--- src/rtl/regfile_sched_pkg.sv ---
// Shared definitions for the register-file write scheduler.
//   NUM_REGS : number of architectural registers tracked by the scoreboard
//   REG_ZERO : hard-wired zero register; never written, never busy
//   src_t    : which writeback port owns a grant or an output-stage entry
package regfile_sched_pkg;

    localparam int         NUM_REGS = 32;
    localparam logic [4:0] REG_ZERO = 5'd0;

    typedef enum logic {
        SRC_A = 1'b0,   // single-cycle ALU writeback
        SRC_B = 1'b1    // long-latency mult/div/load writeback
    } src_t;

endpackage

--- src/rtl/regfile_write_scheduler_if.sv ---
// Bus bundle between the execute/writeback units and the write scheduler.
//   issue_*        : long-latency issue request and its acceptance
//   ReadRegister*  : decoded source addresses, hazard*: RAW stall flags
//   a_*, b_*       : writeback requests from the ALU (A) and long-latency unit (B)
//   RegWrite/WriteRegister/WriteData : registered register-file write port
// master: the surrounding pipeline (drives requests, sees grants/flags).
// slave : the scheduler itself.
interface regfile_write_scheduler_if #(
    parameter int N = 32
);
    logic         issue_valid;
    logic [4:0]   issue_rd;
    logic         issue_ready;
    logic [4:0]   ReadRegister1;
    logic [4:0]   ReadRegister2;
    logic         hazard1;
    logic         hazard2;
    logic         a_valid;
    logic [4:0]   a_reg;
    logic [N-1:0] a_data;
    logic         a_ready;
    logic         b_valid;
    logic [4:0]   b_reg;
    logic [N-1:0] b_data;
    logic         b_ready;
    logic         RegWrite;
    logic [4:0]   WriteRegister;
    logic [N-1:0] WriteData;

    modport master (
        output issue_valid, issue_rd, ReadRegister1, ReadRegister2,
               a_valid, a_reg, a_data, b_valid, b_reg, b_data,
        input  issue_ready, hazard1, hazard2, a_ready, b_ready,
               RegWrite, WriteRegister, WriteData
    );

    modport slave (
        input  issue_valid, issue_rd, ReadRegister1, ReadRegister2,
               a_valid, a_reg, a_data, b_valid, b_reg, b_data,
        output issue_ready, hazard1, hazard2, a_ready, b_ready,
               RegWrite, WriteRegister, WriteData
    );
endinterface

--- src/rtl/regfile_scoreboard.sv ---
// Busy scoreboard for registers with an outstanding long-latency result.
//   clk, reset       : clock, asynchronous active-low reset
//   issue_valid/rd   : issuing long-latency op; issue_ready accepts it
//   rd_addr1/2       : source addresses; hazard1/2 flag pending writes
//   wr_en/wr_reg     : current output-stage write (RegWrite/WriteRegister)
//   wr_src_b         : output-stage entry came from the long-latency port
module regfile_scoreboard
    import regfile_sched_pkg::*;
(
    input  logic       clk,
    input  logic       reset,
    input  logic       issue_valid,
    input  logic [4:0] issue_rd,
    output logic       issue_ready,
    input  logic [4:0] rd_addr1,
    input  logic [4:0] rd_addr2,
    output logic       hazard1,
    output logic       hazard2,
    input  logic       wr_en,
    input  logic [4:0] wr_reg,
    input  logic       wr_src_b
);

    logic [NUM_REGS-1:0] busy;
    logic [NUM_REGS-1:0] busy_next;
    logic [NUM_REGS-1:0] set_mask;
    logic [NUM_REGS-1:0] clr_mask;

    // A read also hazards on the write sitting in the output stage: the
    // register file only captures it on the coming edge.
    function automatic logic pending(input logic [4:0] addr,
                                     input logic [NUM_REGS-1:0] bv,
                                     input logic we,
                                     input logic [4:0] wa);
        return (addr != REG_ZERO) && (bv[addr] || (we && (wa == addr)));
    endfunction

    assign issue_ready = ~busy[issue_rd] | (issue_rd == REG_ZERO);
    assign hazard1     = pending(rd_addr1, busy, wr_en, wr_reg);
    assign hazard2     = pending(rd_addr2, busy, wr_en, wr_reg);

    // Clear is applied before set so a new issue to the register being
    // retired this edge leaves it busy.
    always_comb begin
        set_mask = '0;
        clr_mask = '0;
        if (issue_valid && issue_ready && (issue_rd != REG_ZERO))
            set_mask[issue_rd] = 1'b1;
        if (wr_en && wr_src_b)
            clr_mask[wr_reg] = 1'b1;
        busy_next = (busy & ~clr_mask) | set_mask;
    end

    always_ff @(posedge clk or negedge reset) begin
        if (!reset) busy <= '0;
        else        busy <= busy_next;
    end

endmodule

--- src/rtl/regfile_write_scheduler.sv ---
// Shares the register-file write port between the ALU (port A) and the
// long-latency unit (port B), and tracks outstanding port-B destinations.
//   clk   : clock, all state on rising edge
//   reset : asynchronous active-low reset
//   bus   : slave side of regfile_write_scheduler_if (requests, grants,
//           hazard flags and the registered register-file write port)
//
// Handshake: a source raises x_valid with x_reg/x_data and holds them
// unchanged until it sees x_ready high in the same cycle; that cycle is the
// transfer. x_ready is combinational from the valids and round-robin state,
// at most one ready is high, and nothing is buffered here.
module regfile_write_scheduler
    import regfile_sched_pkg::*;
#(
    parameter int N = 32
) (
    input  logic                       clk,
    input  logic                       reset,
    regfile_write_scheduler_if.slave   bus
);

    src_t         rr_last;
    logic         grant_a;
    logic         grant_b;
    logic [4:0]   win_reg;
    logic [N-1:0] win_data;
    logic         win_write;

    logic         reg_write_q;
    logic [4:0]   wr_reg_q;
    logic [N-1:0] wr_data_q;
    logic         src_b_q;

    // On a conflict the port that did not win last time goes first.
    always_comb begin
        grant_a = 1'b0;
        grant_b = 1'b0;
        if (bus.a_valid && bus.b_valid) begin
            grant_a = (rr_last == SRC_B);
            grant_b = (rr_last == SRC_A);
        end else begin
            grant_a = bus.a_valid;
            grant_b = bus.b_valid;
        end
    end

    assign win_reg  = grant_b ? bus.b_reg  : bus.a_reg;
    assign win_data = grant_b ? bus.b_data : bus.a_data;
    // A grant to register 0 is consumed but never reaches the register file.
    assign win_write = (grant_a || grant_b) && (win_reg != REG_ZERO);

    always_ff @(posedge clk or negedge reset) begin
        if (!reset) begin
            rr_last     <= SRC_B;
            reg_write_q <= 1'b0;
            wr_reg_q    <= '0;
            wr_data_q   <= '0;
            src_b_q     <= 1'b0;
        end else begin
            if (grant_a)      rr_last <= SRC_A;
            else if (grant_b) rr_last <= SRC_B;
            reg_write_q <= win_write;
            src_b_q     <= win_write && grant_b;
            if (win_write) begin
                wr_reg_q  <= win_reg;
                wr_data_q <= win_data;
            end
        end
    end

    assign bus.a_ready       = grant_a;
    assign bus.b_ready       = grant_b;
    assign bus.RegWrite      = reg_write_q;
    assign bus.WriteRegister = wr_reg_q;
    assign bus.WriteData     = wr_data_q;

    regfile_scoreboard u_scoreboard (
        .clk         (clk),
        .reset       (reset),
        .issue_valid (bus.issue_valid),
        .issue_rd    (bus.issue_rd),
        .issue_ready (bus.issue_ready),
        .rd_addr1    (bus.ReadRegister1),
        .rd_addr2    (bus.ReadRegister2),
        .hazard1     (bus.hazard1),
        .hazard2     (bus.hazard2),
        .wr_en       (reg_write_q),
        .wr_reg      (wr_reg_q),
        .wr_src_b    (src_b_q)
    );

endmodule
--- src/flat_wrapper.sv ---
// flat-port wrapper written by rule: the top's interface ports become plain ports
module regfile_write_scheduler_flat import regfile_sched_pkg::*;
#(
    parameter int N = 32
)
  (clk, reset, bus_issue_valid, bus_issue_rd, bus_ReadRegister1, bus_ReadRegister2, bus_a_valid, bus_a_reg, bus_a_data, bus_b_valid, bus_b_reg, bus_b_data, bus_issue_ready, bus_hazard1, bus_hazard2, bus_a_ready, bus_b_ready, bus_RegWrite, bus_WriteRegister, bus_WriteData);
  regfile_write_scheduler_if #(.N(N)) bus_i ();
  input  logic clk;
  input  logic reset;
  input wire logic [$bits(bus_i.issue_valid)-1:0] bus_issue_valid;
  input wire logic [$bits(bus_i.issue_rd)-1:0] bus_issue_rd;
  input wire logic [$bits(bus_i.ReadRegister1)-1:0] bus_ReadRegister1;
  input wire logic [$bits(bus_i.ReadRegister2)-1:0] bus_ReadRegister2;
  input wire logic [$bits(bus_i.a_valid)-1:0] bus_a_valid;
  input wire logic [$bits(bus_i.a_reg)-1:0] bus_a_reg;
  input wire logic [$bits(bus_i.a_data)-1:0] bus_a_data;
  input wire logic [$bits(bus_i.b_valid)-1:0] bus_b_valid;
  input wire logic [$bits(bus_i.b_reg)-1:0] bus_b_reg;
  input wire logic [$bits(bus_i.b_data)-1:0] bus_b_data;
  output wire logic [$bits(bus_i.issue_ready)-1:0] bus_issue_ready;
  output wire logic [$bits(bus_i.hazard1)-1:0] bus_hazard1;
  output wire logic [$bits(bus_i.hazard2)-1:0] bus_hazard2;
  output wire logic [$bits(bus_i.a_ready)-1:0] bus_a_ready;
  output wire logic [$bits(bus_i.b_ready)-1:0] bus_b_ready;
  output wire logic [$bits(bus_i.RegWrite)-1:0] bus_RegWrite;
  output wire logic [$bits(bus_i.WriteRegister)-1:0] bus_WriteRegister;
  output wire logic [$bits(bus_i.WriteData)-1:0] bus_WriteData;
  assign bus_i.issue_valid = bus_issue_valid;
  assign bus_i.issue_rd = bus_issue_rd;
  assign bus_i.ReadRegister1 = bus_ReadRegister1;
  assign bus_i.ReadRegister2 = bus_ReadRegister2;
  assign bus_i.a_valid = bus_a_valid;
  assign bus_i.a_reg = bus_a_reg;
  assign bus_i.a_data = bus_a_data;
  assign bus_i.b_valid = bus_b_valid;
  assign bus_i.b_reg = bus_b_reg;
  assign bus_i.b_data = bus_b_data;
  assign bus_issue_ready = bus_i.issue_ready;
  assign bus_hazard1 = bus_i.hazard1;
  assign bus_hazard2 = bus_i.hazard2;
  assign bus_a_ready = bus_i.a_ready;
  assign bus_b_ready = bus_i.b_ready;
  assign bus_RegWrite = bus_i.RegWrite;
  assign bus_WriteRegister = bus_i.WriteRegister;
  assign bus_WriteData = bus_i.WriteData;
  regfile_write_scheduler #(.N(N)) u_core (.clk(clk), .reset(reset), .bus(bus_i));
endmodule
--- config.mk ---
export PLATFORM = sky130hd
export DESIGN_NAME = regfile_write_scheduler_flat
export DESIGN_NICKNAME = d
export VERILOG_FILES = /design/src/rtl/regfile_sched_pkg.sv /design/src/rtl/regfile_write_scheduler_if.sv /design/src/rtl/regfile_scoreboard.sv /design/src/rtl/regfile_write_scheduler.sv /design/src/flat_wrapper.sv
export SDC_FILE = /design/constraint.sdc
export NUM_CORES = 1
export LEC_CHECK = 0
export ABC_AREA = 1
export ABC_CLOCK_PERIOD_IN_PS = 4600
export CELL_PAD_IN_SITES_DETAIL_PLACEMENT = 0
export CELL_PAD_IN_SITES_GLOBAL_PLACEMENT = 2
export CORE_ASPECT_RATIO = 0.7
export CORE_MARGIN = 2
export CORE_UTILIZATION = 28
export DETAILED_ROUTE_END_ITERATION = 12
export GPL_ROUTABILITY_DRIVEN = 0
export PLACE_DENSITY = 0.91
export SLEW_MARGIN = 20
export SYNTH_ARGS = -nofsm -noshare
export SYNTH_HDL_FRONTEND = slang
export SYNTH_SLANG_ARGS = --single-unit
--- constraint.sdc ---
create_clock -name clk -period 4.6 [get_ports clk]
set_input_delay 1.15 -clock clk [delete_from_list [all_inputs] [get_ports clk]]
set_output_delay 1.15 -clock clk [all_outputs]
set_load 0.005 [all_outputs]
# Word-level counts from Yosys, hierarchy flattened
# Index checks and enable logic that the tools add are counted.
[word_totals]
register_bits = 72
in_bits = 94
out_inout_bits = 43
elab_cells = 59
[op_classes]
n_lt_le_gt_ge = 6
eq_ne = 2
n_mux = 18
bitwise_logic = 6
n_reduce_logical = 21
[op_table]
columns = ["cell", "n"]
rows = [
  ["$mux W32", 3],
  ["$and A32 B32 Y32", 1],
  ["$not A32 Y32", 1],
  ["$or A32 B32 Y32", 1],
  ["$lt A5 B6 Y1 const B", 4],
  ["$reduce_bool A5 Y1", 4],
  ["$bmux W1 S5", 3],
  ["$logic_and A1 B1 Y1", 12],
  ["$demux W1 S5", 2],
  ["$eq A5 B5 Y1", 2],
  ["$ge A5 B1 Y1 const B", 2],
  ["$mux W1", 9],
  ["$logic_not A5 Y1", 1],
  ["$mux W5", 1],
  ["$logic_or A1 B1 Y1", 3],
  ["$not A1 Y1", 2],
  ["$reduce_bool A2 Y1", 1],
  ["$or A1 B1 Y1", 1],
]

# Logic depth before layout (Yosys ltp)
[logic_depth]
word_depth = 8
ltp_mapped = 12

# By module
# From an unflattened synthesis, not the netlist that was laid out.
[unflattened]
hier_cells = 785
area_unflattened_um2 = 4971.0
[modules_own_cells]
columns = ["module", "instances", "cells_each", "area_per_inst_um2", "seq_area_each_um2"]
rows = [
  ["regfile_scoreboard", 1, 481, 2852.7, 800.8],
  ["regfile_write_scheduler", 1, 304, 2118.3, 1002.2],
]

# Worst setup path before layout
# OpenSTA, ideal clock, no wires.
[synth_path]
path_type = "in2out"
from = "input port bus_issue_rd[0]"
to = "output port bus_issue_ready"
arrival_time_ns = 2.240
t_required_ns = 3.450
slack_ns = 1.210
path_stages = 12
path_buffers = 3
path_cell_list = "buf_6 -> nand2_1 -> buf_4 -> nor2_1 -> a21oi_1 -> nand2_1 -> nand2_1 -> nand2_2 -> nor2_4 -> buf_6 -> nand2_1 -> nand2_1"
[synth_via]
elab_chain_cells = 4
[synth_lines]
columns = ["element", "line_no", "source"]
rows = [
  ["start: declaration", "flat_wrapper.sv:11", "input wire logic [$bits(bus_i.issue_rd)-1:0] bus_issue_rd;"],
  ["$bmux W1 S5", "regfile_scoreboard.sv:38", "assign issue_ready = ~busy[issue_rd] | (issue_rd == REG_ZERO);"],
  ["$mux W1 (not written as such)", "regfile_scoreboard.sv:38", ""],
  ["$not A1 Y1", "regfile_scoreboard.sv:38", ""],
  ["$or A1 B1 Y1 *", "regfile_scoreboard.sv:38", ""],
  ["end: declaration", "flat_wrapper.sv:20", "output wire logic [$bits(bus_i.issue_ready)-1:0] bus_issue_ready;"],
]
# Mark *: on every way between the ends. The rest lies on a longest branch, timed or not. The select of a mux whose other input is x is not followed.

# Worst setup path after layout
[layout_path]
from = "input port bus_issue_rd[1]"
to = "output port bus_issue_ready"
# The elaborated chain is that of the path after synthesis.

==> flow_summary.ini <==
[run_status]
run_status = finished clean

[grt]
met3_usage = 0.07095
grt_start_max_net_pins = 75
gr-usage-met2 = 0.2852
grtUsageTotal = 0.1887
grt.busiest_layer = met2
grt_antenna_before_repair = 0
first_global_vias = 4895
grt_use_met1 = 0.2599
globalRoute.totalOverflow = 0
grt_first_pass_wirelength_mm = 26.75

[die]
ios = 137
die_w_um = 159.0
fp.coreArea_sq_mm = 0.01640
fp.dieArea_sq_mm = 0.01789
initial_core_util = 0.2873
die_height_um = 112.5
rows = 39

[worst_setup_path]
r2r_end = u_core.bus.WriteRegister[0]$_DFFE_PN0P_
ff2ff_setup_slack_ps = 2200
crit_arrival_ps = 3180
critical_path_required_ps = 3450
worstSetupStartpoint = bus_issue_rd[1]
critPathSlowestCell = clkdlybuf4s50_1
r2r-start = u_core.rr_last$_DFFE_PN1P_
worst_setup_path_start_kind = input port
critical_path.max_fanout = 9
worstSetupPathType = in -> out
cpPeakStageDelay_ps = 600
length_in_cells_of_the_worst_reg_to_reg_path = 11
path_common_cell = nand2_1
cp_cell_sequence = clkdlybuf4s50_1 > inv_2 > nor2_2 > a21oi_1 > nand2_1 > nand2_1 > nand2_2 > nor2_4 > nand2_1 > nand2_1 > clkdlybuf4s50_1
worst_setup_path_end_kind = output pin

[sta]
fin_setup_tns_ps = 0
grt_setup_unrepaired = false
max_freq_mhz = 231.0
worst_pin_slew_ps = 946.5
timing_hold_violations_final = 0
fin_worst_skew_ps = 7.354
slew-limit-headroom = 0.3690
setup_viol = 0
timing.final.crit_period_ps = 4328
period_share = 0.9410
max_slew_violation_count = 0

[synthesis]
post-synth-top-area-cell = dfrtp_1
post-synth-top-count-cell = nand2_1
synthTopCellsByCount = nand2_1 (181), nand3_1 (76), dfrtp_1 (71), inv_1 (63), o21ai_0 (60)
synth_top_area_frac = 0.3772
syn_inst_count = 666
synth_enable_flop_cells = 0
postSynth.asyncResetShare = 1.000
syn_area_sq_mm = 0.004711
cell_types_with_the_largest_area_share_after_synthesis = dfrtp_1 (38%), nand2_1 (14%), nand3_1 (8.1%)
seq_area_frac_synth = 0.3827
synth_flop_cell = dfrtp_1
postSynthNetCount = 760
synth_cell_type_count = 28
avgSynthCellArea_sq_um = 7.073
synth.yosys.warnings = 0
ys_seq_elements = 72

[cts]
tritoncts = built
cts_inserted_buffers = 9
cts.repair_timing.setup_buffer_count = 0
clkLatencyLatePin_ps = 340
h-tree-depth = 3
clkTransAtPathRegs_ps = 60
cts.path.max_buffers = 2
post_cts_resize_count = 0
hold_buffers = 0
clock_tree.root_cell = clkbuf_16
clock-sinks = 72

[pwr]
power.density_mw_per_mm2 = 375.1
vdd_ir_drop_max_mv = 0.1500
p_leak_nw = 2.947

[worst_hold_path]
worst_hold_startpoint = u_core.bus.WriteData[29]$_DFFE_PN0P_
min_delay_worst_endpoint = u_core.bus.WriteData[29]$_DFFE_PN0P_
min-delay-path-class = reg -> reg
worst_hold_path.num_cells = 2

[drt]
wire_per_inst_um = 16.10
ant_nets = 0
drt_first_iter_violations = 369
wl_mm = 16.52
drc = 0
vias = 4919
dr.pass1.iters = 4
vias_per_cell = 4.794

[job]
cap_violations = 0

[layout]
area_delta_synth_final_pct = 40.00
layout-drive-gt1-share = 0.05993
antenna-diode-count = 0
filler_cell_count = 1773
instances_no_fill = 1026
nets = 890

[placement]
numPlacedInstances = 1010
numPortBuffers = 136
detailed_place_hpwl_mm = 12.25
-- cells by family after synthesis --
family	after synthesis	synth area share
and+or+nand+nor	363	0.3386
buffers and inverters	104	0.1060
AOI/OAI and AO/OA	95	0.1046
DFF	72	0.3827
muxes	32	0.06800
-- report_power, final --
group	switching (mW)	internal [mW]	total, mW	leakage, nW
combinational	0.407	0.330	0.737	1.98
sequential	0.131	0.776	0.907	0.803
clock	0.295	0.534	0.829	0.164
-- cells in the final DEF (no fill, tap or decap), drive strengths merged, types with 19 or more instances in the layout --
master / netlist / layout
buf: 28 / 19
clkdlybuf4s50: 0 / 135
inv: 65 / 67
o21ai: 72 / 72
nand3: 76 / 76
nand4: 35 / 35
nor2: 53 / 53
dfrtp: 71 / 71
mux2i: 32 / 32
nand2: 183 / 183
-- critical path, delay by kind of cell --
family	cells	cell delay (ps)
AOI/OAI and AO/OA	1	120
buffers and inverters	3	1160
and+or+nand+nor	7	740
-- state kept, by name, indices dropped and copies added, names as in the netlist --
name / cells
u_core.src_b_q: 1
u_core.bus.RegWrite: 1
u_core.rr_last: 1
u_core.u_scoreboard.busy: 32
u_core.bus.WriteRegister: 5
u_core.bus.WriteData: 32
-- layout make-up --
| class | instances | area [sq um] | share of cell area |
|---|---|---|---|
| tap | 225 | 281.5 | 0.04269 |
| timing repair buffer | 154 | 1494 | 0.2265 |
| clock inverter | 6 | 115.1 | 0.01745 |
| multi-input combinational | 490 | 2414 | 0.3660 |
| clock buffer | 10 | 229.0 | 0.03472 |
| inverter | 69 | 259.0 | 0.03927 |
| sequential | 72 | 1803 | 0.2734 |
-- metal layers --
layer | vias up | routed length (um)
met1 | 2231 | 7669
met3 | 14 | 1745
met2 | 198 | 6980
li1 | 2476 | -
met5 | - | 0
met4 | 0 | 123
-- worst max path at each step --
| stage | end | slack [ps] | cells after the start |
|---|---|---|---|
| floorplan | bus_issue_ready | 1210 | 12 |
| global placement | bus_issue_ready | 310 | 11 |
| detailed placement | bus_issue_ready | 300 | 11 |
| CTS | bus_issue_ready | 290 | 11 |
| global route | bus_issue_ready | 60 | 11 |
| finish | bus_issue_ready | 270 | 11 |
-- stage by stage --
| stage | worst slack (ps) | hold WS, ps | total power [mW] | utilization | instance area (sq um) |
|---|---|---|---|---|---|
| 5_1_grt | 62.39 | 512.2 | 2.635 | 0.4022 | 6595 |
| 6_report | 271.6 | 485.2 | 2.473 | 0.4022 | 6595 |
| 3_3_place_gp | 312.6 | 464.1 | 1.657 | 0.3813 | 6251 |
| 4_1_cts | 289.2 | 491.9 | 2.491 | 0.4022 | 6595 |
| 2_1_floorplan | 1210 | 470.1 | 1.291 | - | 4711 |
| 3_5_place_dp | 295.1 | 476.0 | 1.652 | 0.3813 | 6251 |
Power figures use the tool's default switching activity.
